**src/rtl/fetch_pkg.sv**
```systemverilog
// Shared types and helpers for the instruction-fetch front end.
// An entry pairs a fetched instruction with the byte PC it was fetched from.
package fetch_pkg;

  localparam int XLEN = 64;
  localparam int ILEN = 32;

  typedef struct packed {
    logic [XLEN-1:0] pc;
    logic [ILEN-1:0] instr;
  } fetch_entry_t;

  // A 64-bit memory word holds two instructions; PC bit 2 picks the half.
  function automatic logic [ILEN-1:0] sel_half(input logic [63:0] word, input logic pc2);
    return pc2 ? word[63:32] : word[31:0];
  endfunction

endpackage

```
**src/rtl/fetch_queue.sv**
```systemverilog
// Small synchronous FIFO of fetched instructions between fetch and decode.
// Flush empties it at once and takes priority over a push in the same cycle.
module fetch_queue
  import fetch_pkg::*;
#(
  parameter int QDEPTH = 4,
  localparam int CW = $clog2(QDEPTH + 1)
) (
  input  logic         clk,
  input  logic         rst,
  input  logic         flush,
  input  logic         push,
  input  fetch_entry_t push_data,
  input  logic         pop,
  output fetch_entry_t head,
  output logic [CW-1:0] count
);

  localparam int PW = (QDEPTH > 1) ? $clog2(QDEPTH) : 1;
  localparam logic [PW-1:0] LAST = PW'(QDEPTH - 1);
  localparam logic [CW-1:0] FULL = CW'(QDEPTH);

  fetch_entry_t    slots [QDEPTH];
  logic [PW-1:0]   rd_ptr;
  logic [PW-1:0]   wr_ptr;
  logic            do_pop;

  function automatic logic [PW-1:0] next_ptr(input logic [PW-1:0] p);
    return (p == LAST) ? '0 : p + 1'b1;
  endfunction

  assign do_pop = pop && (count != '0);
  assign head   = slots[rd_ptr];

  // NOTE: sequential state uses non-blocking assignments so every register samples pre-edge values.
  always_ff @(posedge clk) begin
    if (rst || flush) begin
      rd_ptr <= '0;
      wr_ptr <= '0;
      count  <= '0;
    end else begin
      if (push)   wr_ptr <= next_ptr(wr_ptr);
      if (do_pop) rd_ptr <= next_ptr(rd_ptr);
      case ({push, do_pop})
        2'b10:   count <= count + 1'b1;
        2'b01:   count <= count - 1'b1;
        default: ;
      endcase
    end
  end

  // NOTE: storage is deliberately not reset; count and pointers alone define what is valid.
  always_ff @(posedge clk) begin
    if (push) slots[wr_ptr] <= push_data;
  end

  // The issue rule upstream reserves a slot for every in-flight read.
  assert property (@(posedge clk) disable iff (rst) (push && !flush) |-> (count != FULL));

endmodule

```
**src/rtl/fetch_unit.sv**
```systemverilog
// Instruction-fetch front end: owns the PC, reads the synchronous instruction
// memory one word per cycle and feeds decode through a flushable queue.
module fetch_unit #(
  parameter int              DEPTH      = 2048,
  parameter int              ADDR_WIDTH = $clog2(DEPTH),
  parameter int              DATA_WIDTH = 64,
  parameter int              XLEN       = 64,
  parameter logic [XLEN-1:0] RESET_PC   = '0,
  parameter int              QDEPTH     = 4
) (
  input  logic                  clk,
  input  logic                  rst,
  output logic [ADDR_WIDTH-1:0] o_mem_addr,
  input  logic [DATA_WIDTH-1:0] i_mem_rdata,
  output logic                  o_valid,
  output logic [31:0]           o_instr,
  output logic [XLEN-1:0]       o_pc,
  input  logic                  i_ready,
  input  logic                  i_redirect,
  input  logic [XLEN-1:0]       i_redirect_pc
);

  import fetch_pkg::*;

  localparam int CW = $clog2(QDEPTH + 1);

  logic [XLEN-1:0] pc;
  logic [XLEN-1:0] req_pc;
  logic            inflight;
  logic            issue;
  logic            pop;
  logic [CW-1:0]   q_count;
  logic [CW:0]     occupancy;
  fetch_entry_t    push_data;
  fetch_entry_t    head;
  logic            unused_redirect_bits;

  // Redirect targets are word-aligned by dropping the two low bits.
  assign unused_redirect_bits = ^i_redirect_pc[1:0];

  // A read is only started when the queue can absorb its response.
  assign occupancy = {1'b0, q_count} + (CW + 1)'(inflight);
  assign issue     = !i_redirect && (occupancy < (CW + 1)'(QDEPTH));

  assign o_mem_addr = pc[ADDR_WIDTH+2:3];

  always_ff @(posedge clk) begin
    if (rst) begin
      pc       <= RESET_PC;
      req_pc   <= '0;
      inflight <= 1'b0;
    end else begin
      inflight <= issue;
      if (i_redirect) begin
        pc <= {i_redirect_pc[XLEN-1:2], 2'b00};
      end else if (issue) begin
        req_pc <= pc;
        pc     <= pc + XLEN'(4);
      end
    end
  end

  assign push_data = '{pc: req_pc, instr: sel_half(i_mem_rdata[63:0], req_pc[2])};

  assign o_valid = (q_count != '0);
  assign pop     = o_valid && i_ready;
  assign o_instr = head.instr;
  assign o_pc    = head.pc;

  // The flush input drops the response of a read issued before a redirect.
  fetch_queue #(.QDEPTH(QDEPTH)) u_queue (
    .clk       (clk),
    .rst       (rst),
    .flush     (i_redirect),
    .push      (inflight),
    .push_data (push_data),
    .pop       (pop),
    .head      (head),
    .count     (q_count)
  );

endmodule
```
**config.mk**
```make
export PLATFORM = sky130hd
export DESIGN_NAME = fetch_unit
export DESIGN_NICKNAME = d
export VERILOG_FILES = /design/src/rtl/fetch_pkg.sv /design/src/rtl/fetch_queue.sv /design/src/rtl/fetch_unit.sv
export SDC_FILE = /design/constraint.sdc
export NUM_CORES = 1
export LEC_CHECK = 0
export ABC_AREA = 1
export CAP_MARGIN = 25
export CORE_ASPECT_RATIO = 0.9
export CORE_MARGIN = 2
export CORE_UTILIZATION = 60
export CTS_CLUSTER_SIZE = 8
export DETAILED_ROUTE_END_ITERATION = 10
export PLACE_DENSITY = 0.93
export RECOVER_POWER = 50
export SETUP_SLACK_MARGIN = 0.5
export SYNTH_ARGS = -nofsm -noshare
export SYNTH_HDL_FRONTEND = slang
export SYNTH_SLANG_ARGS = --single-unit
```
**constraint.sdc**
```tcl
create_clock -name clk -period 8 [get_ports clk]
set_input_delay 0.8 -clock clk [delete_from_list [all_inputs] [get_ports clk]]
set_output_delay 0.8 -clock clk [all_outputs]
set_load 0.1 [all_outputs]
```
==> impl_metrics.yaml <==
routing:
  drtAntennaViolNets: 0
  drt-initial-drc-count: 2102
  drtPass1Iterations: 6
  wl_mm: 60.8
  routedWlPerCell_um: 21.3
  viasPerCell: 6.00
  vias: 17200
  route.detailed.drc: 0
placed_design:
  place_congestion: 0.937
  io_buffers: 235
  dpl_cell_area_sq_um: 24000
  placed_cells: 2723
  dp_hpwl_mm: 36.5
yosys:
  synth_seq_cells: 510
  syn_area_sq_um: 21500
  synth_edf_count: 376
  ys_seq_area_share_pct: 64.9
  ys_warn_count: 0
  synthArstFlopShare_pct: 0
  ys_types: 50
  avgSynthCellArea_sq_um: 10.1
  postSynthCellCount: 2130
  ys.flop_type: "edfxtp_1"
floorplanning:
  rows: 65
  die_width_um: 204
  die_y_um: 184
  design.portCount: 240
  start_util_pct: 61.2
  dieArea_sq_um: 37400
  core-area_sq_um: 35200
pwr:
  power_leakage_nw: 9.59
  cellPowerDensity_nw_per_um2: 256
  peakVddDrop_v: 0.000144
timing:
  hold_viol: 0
  max_slew_margin_pct: -77.1
  hold_slack_ps: 447
  finalSetupViolations: 0
  tightestPinTransition_ps: 2660
  fin_skew_ps: 19.1
  post-route-min-period_ps: 5840
  max_freq_mhz: 171
  setup_tns_ps: 0
  fin_crit_sh_pct: 72.9
  grt_setup_unrepaired: "false"
  slew_violations: 322
run_status:
  status: "finished with violations"
  failed_checks: "max-capacitance violations, max-slew violations"
worst_setup_path:
  cp.depth: 9
  crit_family: "buffers and inverters"
  crit_buf_inv: 5
  timing.rr.start: "u_queue.wr_ptr[0]"
  r2r_end: "u_queue.slots[0][15]"
  cp.required_ps: 8500
  path_max_fanout: 57
  cp.arrival_ps: 6330
  start_kind: "input pin"
  ff2ff_path_depth: 5
  endpoint_kind: "register"
  critPathSlowestCell: "clkbuf_1"
  crit_type: "in2reg"
  critPathLaunch: "i_redirect"
  rrSetupSlack_ps: 4080
  slowest_delay_ps: 1880
  crit_path_end: "pc[19]"
  path_cells: "buf_2 -> clkbuf_1 -> inv_1 -> clkbuf_1 -> nand2_1 -> inv_2 -> nor2_1 -> o21ai_0 -> a21oi_1"
  crit_top_cell: "clkbuf_1"
global_route:
  grt_max_degree: 104
  grt_overflow: 0
  grt_pass1_vias: 16300
  antenna_found_initial: 0
  track_usage_pct: 31.8
  grt_pass1_wl_mm: 90.9
clocking:
  clk_latency_ps: 580
  cts_hold_buf: 0
  clock_sinks: 510
  cts_root_buffer: "clkbuf_16"
  cts.path.max_buffers: 3
  cts_resized: 0
  htree_levels: 3
  path_clk_slew_ps: 50
  cts_buffers: 73
  post_cts_buffers: 0
  cts_tree: "done"
layout:
  antenna_cells: 0
  final_common_cell: "nand2_1"
  drive_gt1_share_pct: 6.20
  fin_cells: 2858
  layout_common_cells: "nand2_1 (402), edfxtp_1 (376), nor2_1 (331), o21ai_0 (263), clkdlybuf4s50_1 (233)"
  post-route-util_pct: 74.4
  nets: 2470
  syn2layout_area_growth_pct: 21.6
  final_area_sq_um: 26200
flow_run:
  drv_cap: 8
min_path:
  hp-class: "reg2reg"
-- cell type report --
type,instances,area (sq um)
Sequential cell,510,14000
Timing Repair Buffer,252,2450
Clock inverter,1,8.76
Tap cell,469,587
Inverter,118,453
Multi-Input combinational cell,1375,6530
Clock buffer,133,2190
Fill cell,2220,9020
-- flip-flops by register name (all words and copies together), names as in the netlist, named ones only --
register        flops
u_queue.slots     376
pc                 62
req_pc             62
u_queue.count       3
u_queue.rd_ptr      2
u_queue.wr_ptr      2
inflight            1
-- worst min-delay path by stage --
stage | from | endpoint | slack [ps] | cells past startpoint
after detailed placement | u_queue.count[2] | u_queue.count[2] | 440 | 1
after CTS | u_queue.count[2] | u_queue.count[2] | 450 | 1
after floorplan | u_queue.count[2] | u_queue.count[2] | 420 | 1
final | u_queue.count[2] | u_queue.count[2] | 450 | 1
after global routing | u_queue.count[2] | u_queue.count[2] | 490 | 1
after global placement | u_queue.count[2] | u_queue.count[2] | 430 | 1
-- power by group --
group / total, mW / internal [mW] / leakage [nW] / switching [mW]
Clock: 2.92 / 1.83 / 1.05 / 1.09
Combinational: 0.793 / 0.205 / 3.89 / 0.587
Sequential: 3.00 / 2.93 / 4.65 / 0.0693
Total: 6.71 / 4.96 / 9.59 / 1.75
-- worst reg2reg max path: stages (launching register included) --
cell and delay, ps:
dfxtp_1 400, inv_1 100, ha_1 230, nand2_1 110, clkinvlp_2 1620, buf_4 1060
-- logic make-up (layout without fill, tap and decap cells) --
group	after synthesis	in the layout	share of synthesized area, %
buf+inv	246	504	4.84
other cells	1	2	0.0174
compound gates	482	482	12.4
fa+ha+maj	8	8	0.499
flops	510	510	64.9
xor+xnor	17	17	0.691
simple gates	866	866	16.7
-- per-stage QoR --
stage,setup WS [ps],power [mW]
after floorplan,4540,3.57
after global placement,3430,3.80
after detailed placement,3280,3.82
after CTS,2690,6.72
after global routing,1870,6.89
final,2160,6.71
-- synthesized netlist by cell type (all sizes together) (8+ instances only) --
master / n / area, sq um
nand4: 13 / 81.3
a22o: 13 / 114
buf: 56 / 329
nand3: 57 / 290
clkbuf: 72 / 270
o21ai: 267 / 1340
edfxtp: 376 / 11300
inv: 115 / 432
nor3: 12 / 71.3
nand2: 416 / 1610
dfxtp: 134 / 2680
a211oi: 8 / 60.1
xor2: 14 / 123
o22ai: 94 / 588
nor2: 350 / 1410
nand3b: 9 / 67.6
a21oi: 75 / 379
-- per-layer routing --
metal	vias to the layer above	global-route usage [%]	share of wire, %
li1	7782	-	-
met1	8156	43.2	39
met2	1115	51.4	48
met3	109	6.88	11
met4	0	10.3	2.3
met5	-	0	0
No activity file was read; power rests on OpenSTA's default activity.
